`config.mk`:
```
export PLATFORM = sky130hd
export DESIGN_NAME = ifid_queue_flat
export DESIGN_NICKNAME = d
export VERILOG_FILES = /design/src/rtl/ifid_queue_if.sv /design/src/rtl/ifid_queue.sv /design/src/flat_wrapper.sv
export SDC_FILE = /design/constraint.sdc
export NUM_CORES = 1
export LEC_CHECK = 0
export CORE_UTILIZATION = 44
export CTS_CLUSTER_SIZE = 25
export DETAILED_ROUTE_END_ITERATION = 12
export GPL_TIMING_DRIVEN = 0
export PLACE_DENSITY = 0.76
export SLEW_MARGIN = 20
export SYNTH_ARGS = -nofsm -noshare
export SYNTH_HDL_FRONTEND = slang
export SYNTH_SLANG_ARGS = --single-unit
```
`constraint.sdc`:
```
create_clock -name clk -period 7.5 [get_ports clk]
set_input_delay 1.875 -clock clk [delete_from_list [all_inputs] [get_ports clk]]
set_output_delay 1.875 -clock clk [all_outputs]
set_load 0.01 [all_outputs]
```
`src/rtl/ifid_queue_if.sv`:
```
// Fetch/decode handshake bundle for ifid_queue.
// slave = queue side, master = fetch/decode environment side.
interface ifid_queue_if #(
  parameter int CNT_W = 16
);
  logic             if_valid_in;
  logic             if_halt_in;
  logic [31:0]      if_pc_in;
  logic [31:0]      if_pc4_in;
  logic [31:0]      if_instr_in;
  logic             if_ready_out;
  logic             flush_in;
  logic             id_ready_in;
  logic             id_valid_out;
  logic             id_halt_out;
  logic [31:0]      id_pc_out;
  logic [31:0]      id_pc4_out;
  logic [31:0]      id_instr_out;
  logic [CNT_W-1:0] stall_cnt_out;

  modport slave (
    input  if_valid_in, if_halt_in,
    input  if_pc_in, if_pc4_in, if_instr_in,
    input  flush_in, id_ready_in,
    output if_ready_out, id_valid_out,
    output id_halt_out, id_pc_out,
    output id_pc4_out, id_instr_out,
    output stall_cnt_out
  );

  modport master (
    output if_valid_in, if_halt_in,
    output if_pc_in, if_pc4_in, if_instr_in,
    output flush_in, id_ready_in,
    input  if_ready_out, id_valid_out,
    input  id_halt_out, id_pc_out,
    input  id_pc4_out, id_instr_out,
    input  stall_cnt_out
  );
endinterface

```
`src/rtl/ifid_queue.sv`:
```
// IF->ID decoupling FIFO with flush, halt blocking and stall counter.
// Define IFID_BYPASS_EN for a zero-latency bypass when the queue is empty.
module ifid_queue #(
  parameter int DEPTH = 2,
  parameter int CNT_W = 16
) (
  input  logic        clk,
  input  logic        rst,
  ifid_queue_if.slave bus
);
  localparam int AW = $clog2(DEPTH);
  localparam logic [AW:0] FULL = (AW+1)'(DEPTH);

  typedef struct packed {
    logic        halt;
    logic [31:0] pc;
    logic [31:0] pc4;
    logic [31:0] instr;
  } ent_t;

  ent_t             mem_q [DEPTH];
  logic [AW-1:0]    rd_q, rd_d;
  logic [AW-1:0]    wr_q, wr_d;
  logic [AW:0]      cnt_q, cnt_d;
  logic             halt_q, halt_d;
  logic [CNT_W-1:0] stall_q, stall_d;

  logic empty, ready, valid;
  logic acc, byp, push, pop, stall;
  ent_t in_e, head_e, out_e;

  assign in_e  = {bus.if_halt_in, bus.if_pc_in,
                  bus.if_pc4_in, bus.if_instr_in};
  assign empty = (cnt_q == '0);
  // Registered count only: a same-cycle pop never frees a slot.
  assign ready = ~rst & (cnt_q < FULL) & ~halt_q;
  assign acc   = bus.if_valid_in & ready & ~bus.flush_in;

`ifdef IFID_BYPASS_EN
  assign byp = acc & empty & bus.id_ready_in;
`else
  assign byp = 1'b0;
`endif

  assign push   = acc & ~byp;
  assign pop    = ~empty & bus.id_ready_in & ~bus.flush_in;
  assign valid  = ~empty | byp;
  assign stall  = valid & ~bus.id_ready_in;
  assign head_e = empty ? '0 : mem_q[rd_q];
  assign out_e  = byp ? in_e : head_e;

  always_comb begin
    rd_d    = rd_q;
    wr_d    = wr_q;
    cnt_d   = cnt_q;
    halt_d  = halt_q;
    stall_d = stall_q;
    if (stall && stall_q != '1)
      stall_d = stall_q + CNT_W'(1);
    if (bus.flush_in) begin
      rd_d   = '0;
      wr_d   = '0;
      cnt_d  = '0;
      halt_d = 1'b0;
    end else begin
      if (push)
        wr_d = wr_q + AW'(1);
      if (pop)
        rd_d = rd_q + AW'(1);
      cnt_d = cnt_q + (AW+1)'(push)
                    - (AW+1)'(pop);
      // A bypassed halt blocks fetch too.
      if (acc & bus.if_halt_in)
        halt_d = 1'b1;
    end
  end

  always_ff @(posedge clk or posedge rst) begin
    if (rst) begin
      rd_q    <= '0;
      wr_q    <= '0;
      cnt_q   <= '0;
      halt_q  <= 1'b0;
      stall_q <= '0;
    end else begin
      rd_q    <= rd_d;
      wr_q    <= wr_d;
      cnt_q   <= cnt_d;
      halt_q  <= halt_d;
      stall_q <= stall_d;
    end
  end

  always_ff @(posedge clk) begin
    if (push)
      mem_q[wr_q] <= in_e;
  end

  assign bus.if_ready_out  = ready;
  assign bus.id_valid_out  = valid;
  assign bus.id_halt_out   = out_e.halt;
  assign bus.id_pc_out     = out_e.pc;
  assign bus.id_pc4_out    = out_e.pc4;
  assign bus.id_instr_out  = out_e.instr;
  assign bus.stall_cnt_out = stall_q;
endmodule

```
`src/flat_wrapper.sv`:
```
// flat-port wrapper written by rule: the top's interface ports become plain ports
module ifid_queue_flat 
#(
  parameter int DEPTH = 2,
  parameter int CNT_W = 16
)
  (clk, rst, bus_if_valid_in, bus_if_halt_in, bus_if_pc_in, bus_if_pc4_in, bus_if_instr_in, bus_flush_in, bus_id_ready_in, bus_if_ready_out, bus_id_valid_out, bus_id_halt_out, bus_id_pc_out, bus_id_pc4_out, bus_id_instr_out, bus_stall_cnt_out);
  ifid_queue_if #(.CNT_W(CNT_W)) bus_i ();
  input  logic clk;
  input  logic rst;
  input wire logic [$bits(bus_i.if_valid_in)-1:0] bus_if_valid_in;
  input wire logic [$bits(bus_i.if_halt_in)-1:0] bus_if_halt_in;
  input wire logic [$bits(bus_i.if_pc_in)-1:0] bus_if_pc_in;
  input wire logic [$bits(bus_i.if_pc4_in)-1:0] bus_if_pc4_in;
  input wire logic [$bits(bus_i.if_instr_in)-1:0] bus_if_instr_in;
  input wire logic [$bits(bus_i.flush_in)-1:0] bus_flush_in;
  input wire logic [$bits(bus_i.id_ready_in)-1:0] bus_id_ready_in;
  output wire logic [$bits(bus_i.if_ready_out)-1:0] bus_if_ready_out;
  output wire logic [$bits(bus_i.id_valid_out)-1:0] bus_id_valid_out;
  output wire logic [$bits(bus_i.id_halt_out)-1:0] bus_id_halt_out;
  output wire logic [$bits(bus_i.id_pc_out)-1:0] bus_id_pc_out;
  output wire logic [$bits(bus_i.id_pc4_out)-1:0] bus_id_pc4_out;
  output wire logic [$bits(bus_i.id_instr_out)-1:0] bus_id_instr_out;
  output wire logic [$bits(bus_i.stall_cnt_out)-1:0] bus_stall_cnt_out;
  assign bus_i.if_valid_in = bus_if_valid_in;
  assign bus_i.if_halt_in = bus_if_halt_in;
  assign bus_i.if_pc_in = bus_if_pc_in;
  assign bus_i.if_pc4_in = bus_if_pc4_in;
  assign bus_i.if_instr_in = bus_if_instr_in;
  assign bus_i.flush_in = bus_flush_in;
  assign bus_i.id_ready_in = bus_id_ready_in;
  assign bus_if_ready_out = bus_i.if_ready_out;
  assign bus_id_valid_out = bus_i.id_valid_out;
  assign bus_id_halt_out = bus_i.id_halt_out;
  assign bus_id_pc_out = bus_i.id_pc_out;
  assign bus_id_pc4_out = bus_i.id_pc4_out;
  assign bus_id_instr_out = bus_i.id_instr_out;
  assign bus_stall_cnt_out = bus_i.stall_cnt_out;
  ifid_queue #(.DEPTH(DEPTH), .CNT_W(CNT_W)) u_core (.clk(clk), .rst(rst), .bus(bus_i));
endmodule
```
==> summary.log <==
INFO  timing         fin_crit_sh=68.0%
INFO  detailed_routing via_to_cell_ratio=5.09
INFO  worst_setup_path worst_path_dominant_cell_family=buffers and inverters
INFO  synth          syn-num-nets=613
INFO  layout         design.final.nets=861
INFO  timing         finalMaxSlewViolations=0
INFO  die            start_util=45.6%
INFO  worst_setup_path arrival_time_worst_endpoint=3.22ns
INFO  layout         final_area=11500um^2
INFO  grt            grt_pass1_vias=5341
INFO  detailed_routing drt_first_iter_violations=202
INFO  pwr            comb_power_share=16.8%
INFO  grt            overflow=0
INFO  worst_setup_path combined_buffer_and_inverter_count_along_the_critical_path=3
INFO  worst_setup_path crit_path_top_delay_cell=sky130_fd_sc_hd__nor2_1
INFO  synth          synth.yosys.seq_area_share=76.2%
INFO  timing         worst-slew-pin-transition=0.867ns
INFO  clock_tree     cts_hold_buf=0
INFO  detailed_routing total_via_count_in_the_routed_design=5082
INFO  clock_tree     cts.htree.levels=1
INFO  layout         layout.cells.most_common=sky130_fd_sc_hd__clkdlybuf4s50_1
INFO  timing         rsz0062_at_grt=false
INFO  placement      portBuffers=215
INFO  synth          synthesis.area=8330um^2
INFO  layout         antennaDiodeCount=0
INFO  grt            antenna_found_initial=0
INFO  synth          postSynthCellCount=508
INFO  worst_setup_path regToRegSetupSlack=4.96ns
INFO  timing         final.min_clock_period=5.10ns
INFO  detailed_routing routed_wirelength=17.5mm
INFO  layout         fill_cells=1363
INFO  pwr            net-switching-power=668uW
INFO  worst_setup_path timing.rr.start=u_core.cnt_q[1]
INFO  detailed_routing ant_nets=0
INFO  pwr            netSwitchingFraction=23.8%
INFO  layout         multi_input_comb_area=1880um^2
INFO  synth          ys_seq_elements=215
INFO  worst_setup_path criticalPathCategory=reg -> out
INFO  timing         max-slew-margin-rel=42.0%
INFO  die            placeableCoreArea=18300um^2
INFO  grt            global_route_wire_length_before_repair=27.4mm
INFO  layout         layout-drive-gt1-share=7.15%
INFO  worst_setup_path end_kind=primary output
INFO  hold_path      hold_path_class=reg -> reg
INFO  worst_setup_path worstPathMaxFanout=10
INFO  worst_setup_path regToRegEndpoint=u_core.mem_q[0][20]
INFO  layout         commonest_non_fill_non_tap_cells_in_the_layout=215 x sky130_fd_sc_hd__clkdlybuf4s50_1, 194 x sky130_fd_sc_hd__edfxtp_1, 106 x sky130_fd_sc_hd__nor2_1
INFO  clock_tree     insertion_delay_to_the_later_sink_of_the_worst_skew_pair=0.50ns
INFO  synth          yosys.area.top_type=sky130_fd_sc_hd__edfxtp_1
INFO  placement      post-dp-hpwl=12.0mm
INFO  grt            globalRouteTotalUtil=18.0%
INFO  synth          synth-warning-count=0
INFO  clock_tree     cts_tree=yes
INFO  pwr            internal-power=2140uW
INFO  detailed_routing drc=0
INFO  synth          ys_async_sr_fraction=9.77%
INFO  worst_setup_path crit_top_cell=sky130_fd_sc_hd__nor2_1
INFO  worst_setup_path crit_required=5.62ns
INFO  grt            largest_net_degree_at_the_start_of_global_routing=42
INFO  clock_tree     cts_post_setup_buffers_inserted=0
INFO  synth          commonest_register_cell_after_synthesis=sky130_fd_sc_hd__edfxtp_1
INFO  pwr            power_frac_clock=34.2%
INFO  detailed_routing avgRoutedWirePerCell=17.6um
INFO  synth          count_of_flip_flops_with_a_built_in_enable_after_synthesis=194
INFO  worst_setup_path crit_path_max_incr_delay=0.69ns
INFO  worst_setup_path rr_worst_depth=6
INFO  synth          syn_avg_cell_area=16.4um^2
INFO  placement      gp_routability_congestion=0.767
INFO  clock_tree     clkTransAtPathRegs=0.06ns
INFO  pwr            irDropWorstVdd=0.177mV
INFO  run            maxCapViolations=0
INFO  die            top_level_ports=217
INFO  placement      post_place_cell_area=10900um^2
INFO  placement      detailedPlace.worstSlack=2.44ns
INFO  timing         clock-skew-final=0.00643ns
INFO  hold_path      timing.hold.worst_endpoint=u_core.halt_q
INFO  layout         syn2layout_area_growth=38.6%
INFO  clock_tree     total_cts_buffers=22
INFO  synth          netlist_top_cells_area=sky130_fd_sc_hd__edfxtp_1 70%, sky130_fd_sc_hd__mux2i_1 12%, sky130_fd_sc_hd__dfrtp_1 6.3%, sky130_fd_sc_hd__nor2_1 4.8%, sky130_fd_sc_hd__xnor2_1 1.2%
INFO  die            fp.dieH=140um
INFO  synth          synthDominantCellAreaShare=69.9%
INFO  die            die_width=140um
INFO  synth          post_synth_num_cell_types=32
INFO  hold_path      holdCritStartpoint=u_core.halt_q
INFO  pwr            relative_contribution_of_sequential_cells_to_total_power=49.0%
INFO  layout         register_area=6350um^2
INFO  timing         min_setup_slack_post_route=2.40ns
INFO  timing         setup_viol=0
INFO  timing         tns=0ns
INFO  hold_path      hold_path_depth=2
INFO  die            die_area=19500um^2
INFO  outcome        outcome=completed
INFO  clock_tree     cts_max_path_buffers=3
INFO  worst_setup_path timing.critical_path.cells=nor2_1, clkbuf_1, buf_1, nor2_1, clkdlybuf4s50_1
INFO  clock_tree     clock-root-buffer=sky130_fd_sc_hd__clkbuf_16
INFO  clock_tree     post_cts_resized=0
INFO  clock_tree     cts_sinks=215
INFO  die            placementRows=49
INFO  detailed_routing drt_pass1_iterations=4
INFO  pwr            power.density_cell_area=243nW/um^2
INFO  worst_setup_path worst-path-stages=5
INFO  timing         hold_viol=0
INFO  timing         max_freq=0.196GHz
INFO  pwr            leakage=0.00388uW
INFO  worst_setup_path critical_path.startpoint_type=register
-- final cells by class --
cell class	instances	area share (%)
Clock inverter	10	0.498
Sequential cell	215	55.0
Multi-Input combinational cell	266	16.3
Timing Repair Buffer	224	19.8
Inverter	5	0.163
Buffer	22	0.824
Tap cell	229	2.48
Clock buffer	27	4.93
-- cells by family after synthesis --
kind of cell               count (synthesis)  synth area share (%)
DFF                                      215                  76.2
and+or+nand+nor                          141                  7.54
muxes                                     98                  11.8
buffers and inverters                     27                  1.37
xor gates and xnor gates                  18                  1.89
AOI/OAI and AO/OA                          6                 0.751
adders and majority gates                  3                 0.450
-- metal layers --
metal | part of all wire, % | track usage (%) | vias to the layer above
met1 | 40 | 21.1 | 2487
met2 | 50 | 31.8 | 181
met5 | 0 | 0 | -
li1 | - | - | 2380
met3 | 7.9 | 5.30 | 34
met4 | 2.2 | 5.15 | 0
-- Yosys cell counts (2+ instances only) --
library cell / n
sky130_fd_sc_hd__clkbuf_1: 9
sky130_fd_sc_hd__xnor2_1: 11
sky130_fd_sc_hd__buf_2: 10
sky130_fd_sc_hd__inv_1: 5
sky130_fd_sc_hd__nor2_1: 106
sky130_fd_sc_hd__and3_1: 2
sky130_fd_sc_hd__nand2_1: 4
sky130_fd_sc_hd__nand4_1: 6
sky130_fd_sc_hd__nor4_1: 3
sky130_fd_sc_hd__nand3_1: 7
sky130_fd_sc_hd__dfrtp_1: 21
sky130_fd_sc_hd__and4_1: 2
sky130_fd_sc_hd__mux2i_1: 97
sky130_fd_sc_hd__buf_1: 3
sky130_fd_sc_hd__ha_1: 3
sky130_fd_sc_hd__xor2_1: 7
sky130_fd_sc_hd__nor3_1: 4
sky130_fd_sc_hd__edfxtp_1: 194
-- worst max-delay path by stage --
stage	from	end	slack (ns)
4_1_cts	u_core.cnt_q[1]	bus_id_pc_out[7]	2.26
6_report	u_core.cnt_q[1]	bus_id_pc_out[7]	2.40
2_1_floorplan	rst	u_core.mem_q[0][0]	0.79
3_3_place_gp	rst	u_core.mem_q[0][21]	-1.40
3_5_place_dp	rst	bus_if_ready_out	2.44
5_1_grt	u_core.cnt_q[1]	bus_id_pc_out[11]	2.20
-- worst reg2reg max path, delay by kind of cell, from the launching register on --
family / cells / cell delay (ns)
flops: 1 / 0.44
buf+inv: 3 / 0.63
simple gates: 3 / 1.18
-- power by group through the flow --
| stage | clock (uW) | combinational (uW) | sequential [uW] |
|---|---|---|---|
| finish | 959 | 470 | 1370 |
| CTS | 988 | 476 | 1370 |
| global route | 1030 | 506 | 1380 |
| global placement | 0 | 455 | 1400 |
| floorplan | 0 | 206 | 1400 |
| detailed placement | 0 | 472 | 1400 |
-- sequential cells by signal, indices dropped and copies added (netlist names) --
signal	flops
u_core.cnt_q	2
u_core.halt_q	1
u_core.rd_q	1
u_core.mem_q	194
u_core.bus.stall_cnt_out	16
u_core.wr_q	1
-- through the flow --
step                total power, uW  utilization (%)  std cells  hold WS [ns]
floorplan                      1610                -        508         0.464
detailed placement             1870             59.8        961         0.517
finish                         2800             63.2        998         0.532
global route                   2910             63.2        998         0.573
global placement               1860             59.0        952         0.478
CTS                            2840             63.2        998         0.534
Power figures use the tool's default switching activity.
